--- src/rtl/golay24_dec_candidate_sel_pkg.sv ---
// Shared Golay(24,12) soft-decoder types and helpers.
package golay24_dec_candidate_sel_pkg;

    localparam int unsigned CW_W     = 24;
    localparam int unsigned LLR_W    = 4;
    localparam int unsigned METRIC_W = LLR_W + 4;

    typedef logic [CW_W-1:0]            dat_t;
    typedef logic signed [LLR_W-1:0]    llr_t;
    typedef logic [METRIC_W-1:0]        metric_t;

    // Magnitude of a w-bit signed LLR held sign-extended in v. The most negative code is
    // clamped to 2^(w-1)-1 so that magnitudes stay symmetric around zero.
    function automatic logic [15:0] abs_clamp(input logic signed [15:0] v, input int unsigned w);
        logic [15:0] lim;
        logic [15:0] m;
        lim = 16'((32'd1 << (w - 1)) - 32'd1);
        m   = v[15] ? unsigned'(-v) : unsigned'(v);
        if (m > lim) begin
            m = lim;
        end
        return m;
    endfunction

endpackage

--- src/rtl/golay24_dec_metric.sv ---
// Masked magnitude sum over 24 bit positions with a single registered output.
module golay24_dec_metric
    import golay24_dec_candidate_sel_pkg::*;
#(
    parameter int unsigned pMAG_W    = 3,
    parameter int unsigned pMETRIC_W = 8
) (
    input  logic                          iclk,
    input  logic                          ireset,
    input  logic                          iclkena,
    input  logic [CW_W-1:0]               imask,
    input  logic [CW_W-1:0][pMAG_W-1:0]   imag,
    output logic [pMETRIC_W-1:0]          ometric
);

    logic [pMETRIC_W-1:0] sum_d;
    logic [pMETRIC_W-1:0] sum_q;

    // Sum the magnitudes of the positions selected by the mask.
    always_comb begin
        sum_d = '0;
        for (int i = 0; i < int'(CW_W); i++) begin
            if (imask[i]) begin
                sum_d = sum_d + pMETRIC_W'(imag[i]);
            end
        end
    end

    // Register the sum.
    always_ff @(posedge iclk or posedge ireset) begin
        if (ireset) begin
            sum_q <= '0;
        end else if (iclkena) begin
            sum_q <= sum_d;
        end
    end

    assign ometric = sum_q;

endmodule

--- src/rtl/golay24_dec_candidate_sel.sv ---
// Chase-decoder back end: scores candidates by correlation discrepancy and reports the best
// codeword of each frame three enabled cycles after its last candidate.
module golay24_dec_candidate_sel
    import golay24_dec_candidate_sel_pkg::*;
#(
    parameter int unsigned pLLR_W    = LLR_W,
    parameter int unsigned pMETRIC_W = pLLR_W + 4
) (
    input  logic                          iclk,
    input  logic                          ireset,
    input  logic                          iclkena,
    input  logic                          isop,
    input  logic                          ival,
    input  logic                          ieop,
    input  dat_t                          icw,
    input  logic                          idec_fail,
    input  logic [CW_W-1:0][pLLR_W-1:0]   illr,
    output logic                          oval,
    output dat_t                          odat,
    output logic [pMETRIC_W-1:0]          ometric,
    output logic [4:0]                    oerr,
    output logic                          ofail
);

    localparam int unsigned MAG_W = pLLR_W - 1;
    typedef logic [CW_W-1:0][MAG_W-1:0] mag_vec_t;

    // Frame capture
    dat_t                 hd_in, hd_cur, hd_d, hd_q;
    mag_vec_t             mag_in, mag_cur, mag_d, mag_q;
    logic                 in_frame_d, in_frame_q;
    logic                 take_sop, accept;
    // S1
    logic                 s1_val_d, s1_sop_d, s1_eop_d, s1_fail_d;
    logic                 s1_val_q, s1_sop_q, s1_eop_q, s1_fail_q;
    dat_t                 s1_diff_d, s1_cw_d, s1_hd_d, s1_diff_q, s1_cw_q, s1_hd_q;
    mag_vec_t             s1_mag_d, s1_mag_q;
    // S2
    logic                 s2_val_q, s2_sop_q, s2_eop_q, s2_fail_q;
    dat_t                 s2_cw_q, s2_hd_q;
    logic [pMETRIC_W-1:0] s2_metric;
    // S3: best register and end-of-frame tag
    dat_t                 best_cw_d, best_cw_q;
    logic [pMETRIC_W-1:0] best_metric_d, best_metric_q;
    logic                 best_valid_d, best_valid_q;
    logic                 s3_eop_d, s3_eop_q;
    dat_t                 s3_hd_d, s3_hd_q;
    // Output register
    logic                 oval_d, oval_q, ofail_d, ofail_q;
    dat_t                 odat_d, odat_q;
    logic [pMETRIC_W-1:0] ometric_d, ometric_q;
    logic [4:0]           oerr_d, oerr_q;

    // Hard decision and clamped magnitude of the incoming LLRs; the sop beat uses them directly.
    always_comb begin
        for (int i = 0; i < int'(CW_W); i++) begin
            hd_in[i]  = illr[i][pLLR_W-1];
            mag_in[i] = MAG_W'(abs_clamp(16'($signed(illr[i])), pLLR_W));
        end
        take_sop   = ival & isop;
        accept     = ival & (isop | in_frame_q);
        hd_cur     = take_sop ? hd_in : hd_q;
        mag_cur    = take_sop ? mag_in : mag_q;
        hd_d       = hd_cur;
        mag_d      = mag_cur;
        in_frame_d = in_frame_q;
        if (take_sop) begin
            in_frame_d = ~ieop;
        end else if (ival & ieop) begin
            in_frame_d = 1'b0;
        end
        s1_val_d  = accept;
        s1_sop_d  = take_sop;
        s1_eop_d  = accept & ieop;
        s1_fail_d = idec_fail;
        s1_diff_d = icw ^ hd_cur;
        s1_cw_d   = icw;
        s1_hd_d   = hd_cur;
        s1_mag_d  = mag_cur;
    end

    golay24_dec_metric #(
        .pMAG_W    (MAG_W),
        .pMETRIC_W (pMETRIC_W)
    ) u_metric (
        .iclk    (iclk),
        .ireset  (ireset),
        .iclkena (iclkena),
        .imask   (s1_diff_q),
        .imag    (s1_mag_q),
        .ometric (s2_metric)
    );

    // Compare against best; an sop candidate starts a fresh frame regardless of the old best.
    always_comb begin
        best_cw_d     = best_cw_q;
        best_metric_d = best_metric_q;
        best_valid_d  = best_valid_q;
        if (s2_val_q & s2_sop_q) begin
            best_valid_d = 1'b0;
        end
        if (s2_val_q & ~s2_fail_q &
            (s2_sop_q | ~best_valid_q | (s2_metric < best_metric_q))) begin
            best_cw_d     = s2_cw_q;
            best_metric_d = s2_metric;
            best_valid_d  = 1'b1;
        end
        s3_eop_d = s2_val_q & s2_eop_q;
        s3_hd_d  = s2_hd_q;
    end

    // Form the frame result from the settled best register; hold it between pulses.
    always_comb begin
        oval_d    = s3_eop_q;
        odat_d    = odat_q;
        ometric_d = ometric_q;
        oerr_d    = oerr_q;
        ofail_d   = ofail_q;
        if (s3_eop_q) begin
            odat_d    = best_valid_q ? best_cw_q : s3_hd_q;
            ometric_d = best_valid_q ? best_metric_q : '0;
            ofail_d   = ~best_valid_q;
            oerr_d    = 5'($countones(odat_d ^ s3_hd_q));
        end
    end

    // All pipeline state advances only on enabled edges.
    always_ff @(posedge iclk or posedge ireset) begin
        if (ireset) begin
            hd_q          <= '0;
            mag_q         <= '0;
            in_frame_q    <= 1'b0;
            s1_val_q      <= 1'b0;
            s1_sop_q      <= 1'b0;
            s1_eop_q      <= 1'b0;
            s1_fail_q     <= 1'b0;
            s1_diff_q     <= '0;
            s1_cw_q       <= '0;
            s1_hd_q       <= '0;
            s1_mag_q      <= '0;
            s2_val_q      <= 1'b0;
            s2_sop_q      <= 1'b0;
            s2_eop_q      <= 1'b0;
            s2_fail_q     <= 1'b0;
            s2_cw_q       <= '0;
            s2_hd_q       <= '0;
            best_cw_q     <= '0;
            best_metric_q <= '0;
            best_valid_q  <= 1'b0;
            s3_eop_q      <= 1'b0;
            s3_hd_q       <= '0;
            oval_q        <= 1'b0;
            odat_q        <= '0;
            ometric_q     <= '0;
            oerr_q        <= '0;
            ofail_q       <= 1'b0;
        end else if (iclkena) begin
            hd_q          <= hd_d;
            mag_q         <= mag_d;
            in_frame_q    <= in_frame_d;
            s1_val_q      <= s1_val_d;
            s1_sop_q      <= s1_sop_d;
            s1_eop_q      <= s1_eop_d;
            s1_fail_q     <= s1_fail_d;
            s1_diff_q     <= s1_diff_d;
            s1_cw_q       <= s1_cw_d;
            s1_hd_q       <= s1_hd_d;
            s1_mag_q      <= s1_mag_d;
            s2_val_q      <= s1_val_q;
            s2_sop_q      <= s1_sop_q;
            s2_eop_q      <= s1_eop_q;
            s2_fail_q     <= s1_fail_q;
            s2_cw_q       <= s1_cw_q;
            s2_hd_q       <= s1_hd_q;
            best_cw_q     <= best_cw_d;
            best_metric_q <= best_metric_d;
            best_valid_q  <= best_valid_d;
            s3_eop_q      <= s3_eop_d;
            s3_hd_q       <= s3_hd_d;
            oval_q        <= oval_d;
            odat_q        <= odat_d;
            ometric_q     <= ometric_d;
            oerr_q        <= oerr_d;
            ofail_q       <= ofail_d;
        end
    end

    assign oval    = oval_q;
    assign odat    = odat_q;
    assign ometric = ometric_q;
    assign oerr    = oerr_q;
    assign ofail   = ofail_q;

endmodule
--- config.mk ---
export PLATFORM = sky130hd
export DESIGN_NAME = golay24_dec_candidate_sel
export DESIGN_NICKNAME = d
export VERILOG_FILES = /design/src/rtl/golay24_dec_candidate_sel_pkg.sv /design/src/rtl/golay24_dec_metric.sv /design/src/rtl/golay24_dec_candidate_sel.sv
export SDC_FILE = /design/constraint.sdc
export NUM_CORES = 1
export LEC_CHECK = 0
export CAP_MARGIN = 20
export CORE_ASPECT_RATIO = 1.25
export CORE_MARGIN = 2
export CORE_UTILIZATION = 60
export CTS_BUF_LIST = sky130_fd_sc_hd__clkbuf_4 sky130_fd_sc_hd__clkbuf_8 sky130_fd_sc_hd__clkbuf_16
export DETAILED_ROUTE_END_ITERATION = 10
export PLACE_DENSITY = 0.82
export SLEW_MARGIN = 30
export SYNTH_ARGS = -nofsm -noshare
export SYNTH_HDL_FRONTEND = slang
export SYNTH_SLANG_ARGS = --single-unit
export TNS_END_PERCENT = 5
--- constraint.sdc ---
create_clock -name iclk -period 26.2 [get_ports iclk]
set_input_delay 7.86 -clock iclk [delete_from_list [all_inputs] [get_ports iclk]]
set_output_delay 7.86 -clock iclk [all_outputs]
set_load 0.02 [all_outputs]
==> results.toml <==
[worst_setup_path]
path_class = "reg2reg"
cp_max_fo = 7
end_kind = "flip-flop"
setup.worst_path.start = "s1_diff_q[0]"
max_stage_delay_ns = 0.53
slowest_stage = "fa_1"
crit_path_frequent_cell = "fa_1"
cp.required_ns = 26.66
worst-path-buf-inv = 13
regToRegSetupSlack_ns = 5.26
worstPathArrival_ns = 21.40
path_delay_family = "adder cells"
r2r-start = "s1_diff_q[0]"
critPathLaunchType = "flip-flop"

[clock_network]
clockRootBuffer = "clkbuf_16"
postCtsResizedCells = 0
cts.path.max_buffers = 3
cts_hold_buffers = 0
htreeDepth = 1
cts_buffers = 31
clk_pin_slew_ns = 0.07
post_cts_buffers = 0
clock_latency_ns = 0.58
cts_tree = "yes"
cts.sinks = 306

[finish]
areaGrowthSynthToFinish_pct = 15.2
diodes = 0
nFillCells = 2421
drive_above_1_share_pct = 13.7
final_nets = 2388

[placement]
place.gp.congestion = 0.877
post-dp-hpwl_mm = 33.2
port_buffers = 165

[synthesis]
synth_commonest_cells = "dfrtp_1 (306), nand2_1 (183), mux2_2 (177)"
ys_seq_elements = 306
yosysSeqAreaShare_pct = 38.2
synth_edf_count = 0
syn_inst = 1982
syn-num-nets = 2255
synthDistinctLibCells = 89
synth_area_per_cell_um2 = 10.1
yosysMostFrequentCell = "dfrtp_1"
synthFlopType = "dfrtp_1"
syn-cell-area_um2 = 20000
synth.area.top_cells = "dfrtp_1 (38%), mux2_2 (9.9%), ha_1 (6.7%)"
yosys_warnings = 0
synth_top_area_share_pct = 38.2
synth_top_area_cell = "dfrtp_1"
async_flop_share_pct = 100

[drt]
firstDrtPassIters = 9
post_drt_wl_per_cell_um = 17.3
drc = 10
num_vias = 14715
antenna_left = 0
vias_per_cell = 5.76
drtIter0Drc = 862
routed_wl_mm = 44.2

[global_route]
grt_max_degree = 86
grt_pass1_wl_mm = 74.1
grtUsageTotal_pct = 25.8
antenna_found_initial = 0
grt_overflow = 0
grt_pass1_vias = 15219

[status]
status = "complete, but fails checks"
violations = "DRC"

[sta]
tightest_slew_ns = 0.983
relSlewSlack_pct = 34.5
post-route-period-util_pct = 79.9
period_needed_ns = 20.94
final_max_slew_viol_count = 0
finalSetupViolCount = 0
finClkSkew_ns = 0.0135
fin_tns_setup_ns = 0
fmax_mhz = 47.8
rsz0062_at_grt = "no"
finalHoldViolations = 0

[floorplanning]
die_h_um = 208
rows = 74
start_util_pct = 61.1
dieArea_um2 = 34900
io_pins = 166
die-width_um = 167
fp.coreArea_um2 = 32800

[run]
cap_violations = 0

[worst_hold_path]
hold_start = "ometric[3]"
hold_class = "reg2reg"
## flip-flops by register name, summed over array words and instances (netlist names), 5 cells and up
name,cells
s1_mag_q,72
best_cw_q,24
odat,24
s1_cw_q,24
s1_diff_q,24
s1_hd_q,24
s2_cw_q,24
s2_hd_q,24
s3_hd_q,24
best_metric_q,8
ometric,8
u_metric.ometric,8
oerr,5
## placed cells by master (no fill, tap or decap), drive strengths merged, types with 9 or more instances in the layout
cell,count
a211oi,12
a21o,9
a21oi,103
a22oi,26
a31oi,14
and2,28
clkbuf,41
clkdlybuf4s50,164
dfrtp,306
fa,39
ha,107
inv,162
mux2,178
mux2i,95
nand2,184
nand3,24
nor2,128
nor2b,71
nor3,13
nor4b,13
o21a,19
o21ai,121
xnor2,101
xnor3,11
xor2,47
## final cells by class
type,instances,area (um^2),area share (%)
clock buffers,41,895,3.88
multi-input cells,1445,11500,49.9
well taps,418,523,2.27
inverters,159,604,2.62
flip-flops and latches,306,7660,33.2
repair buffers,172,1720,7.44
clock inverters,14,164,0.710
## cells by family after synthesis
logic type | count (synthesis) | synth area share (%)
simple gates | 511 | 12.4
compound gates | 352 | 10.8
flops | 306 | 38.2
mux | 273 | 14.8
buf+inv | 231 | 4.44
xor+xnor | 159 | 8.53
fa+ha+maj | 150 | 10.8
## per-layer routing
metal	part of all wire (%)	wire, um	track usage [%]
met5	0	0	0
met3	4.2	1840	2.87
met4	2.8	1220	8.28
met2	50	22200	45.4
met1	43	18900	33.5
## worst min-delay path, cell delays in order, from the launching register on
cell	delay, ns
dfrtp_1	0.34
nand2_1	0.05
nand2_1	0.05
## per-stage QoR
| step | hold WS, ns | area (um^2) | std cells | utilization, % | worst slack [ns] |
|---|---|---|---|---|---|
| 2_1_floorplan | 0.446 | 20000 | 1982 | - | 7.22 |
| 3_3_place_gp | 0.456 | 22000 | 2500 | 67.1 | 6.11 |
| 3_5_place_dp | 0.455 | 22000 | 2500 | 67.1 | 5.29 |
| 4_1_cts | 0.470 | 23100 | 2555 | 70.4 | 5.21 |
| 5_1_grt | 0.487 | 23100 | 2555 | 70.4 | 3.56 |
| 6_report | 0.465 | 23100 | 2555 | 70.4 | 5.26 |
## worst paths after layout
kind / endpoint / cells past startpoint
max: u_metric.ometric[7] / 87
max in group asynchronous: best_valid_q / 4
min reg2reg: ometric[3] / 2
min: ometric[3] / 2
min in group asynchronous: s2_cw_q[2] / 2
max reg2reg: u_metric.ometric[7] / 87
Power is not shown: default switching activity piles up to over one toggle a cycle in this logic, so the estimate is an artifact.
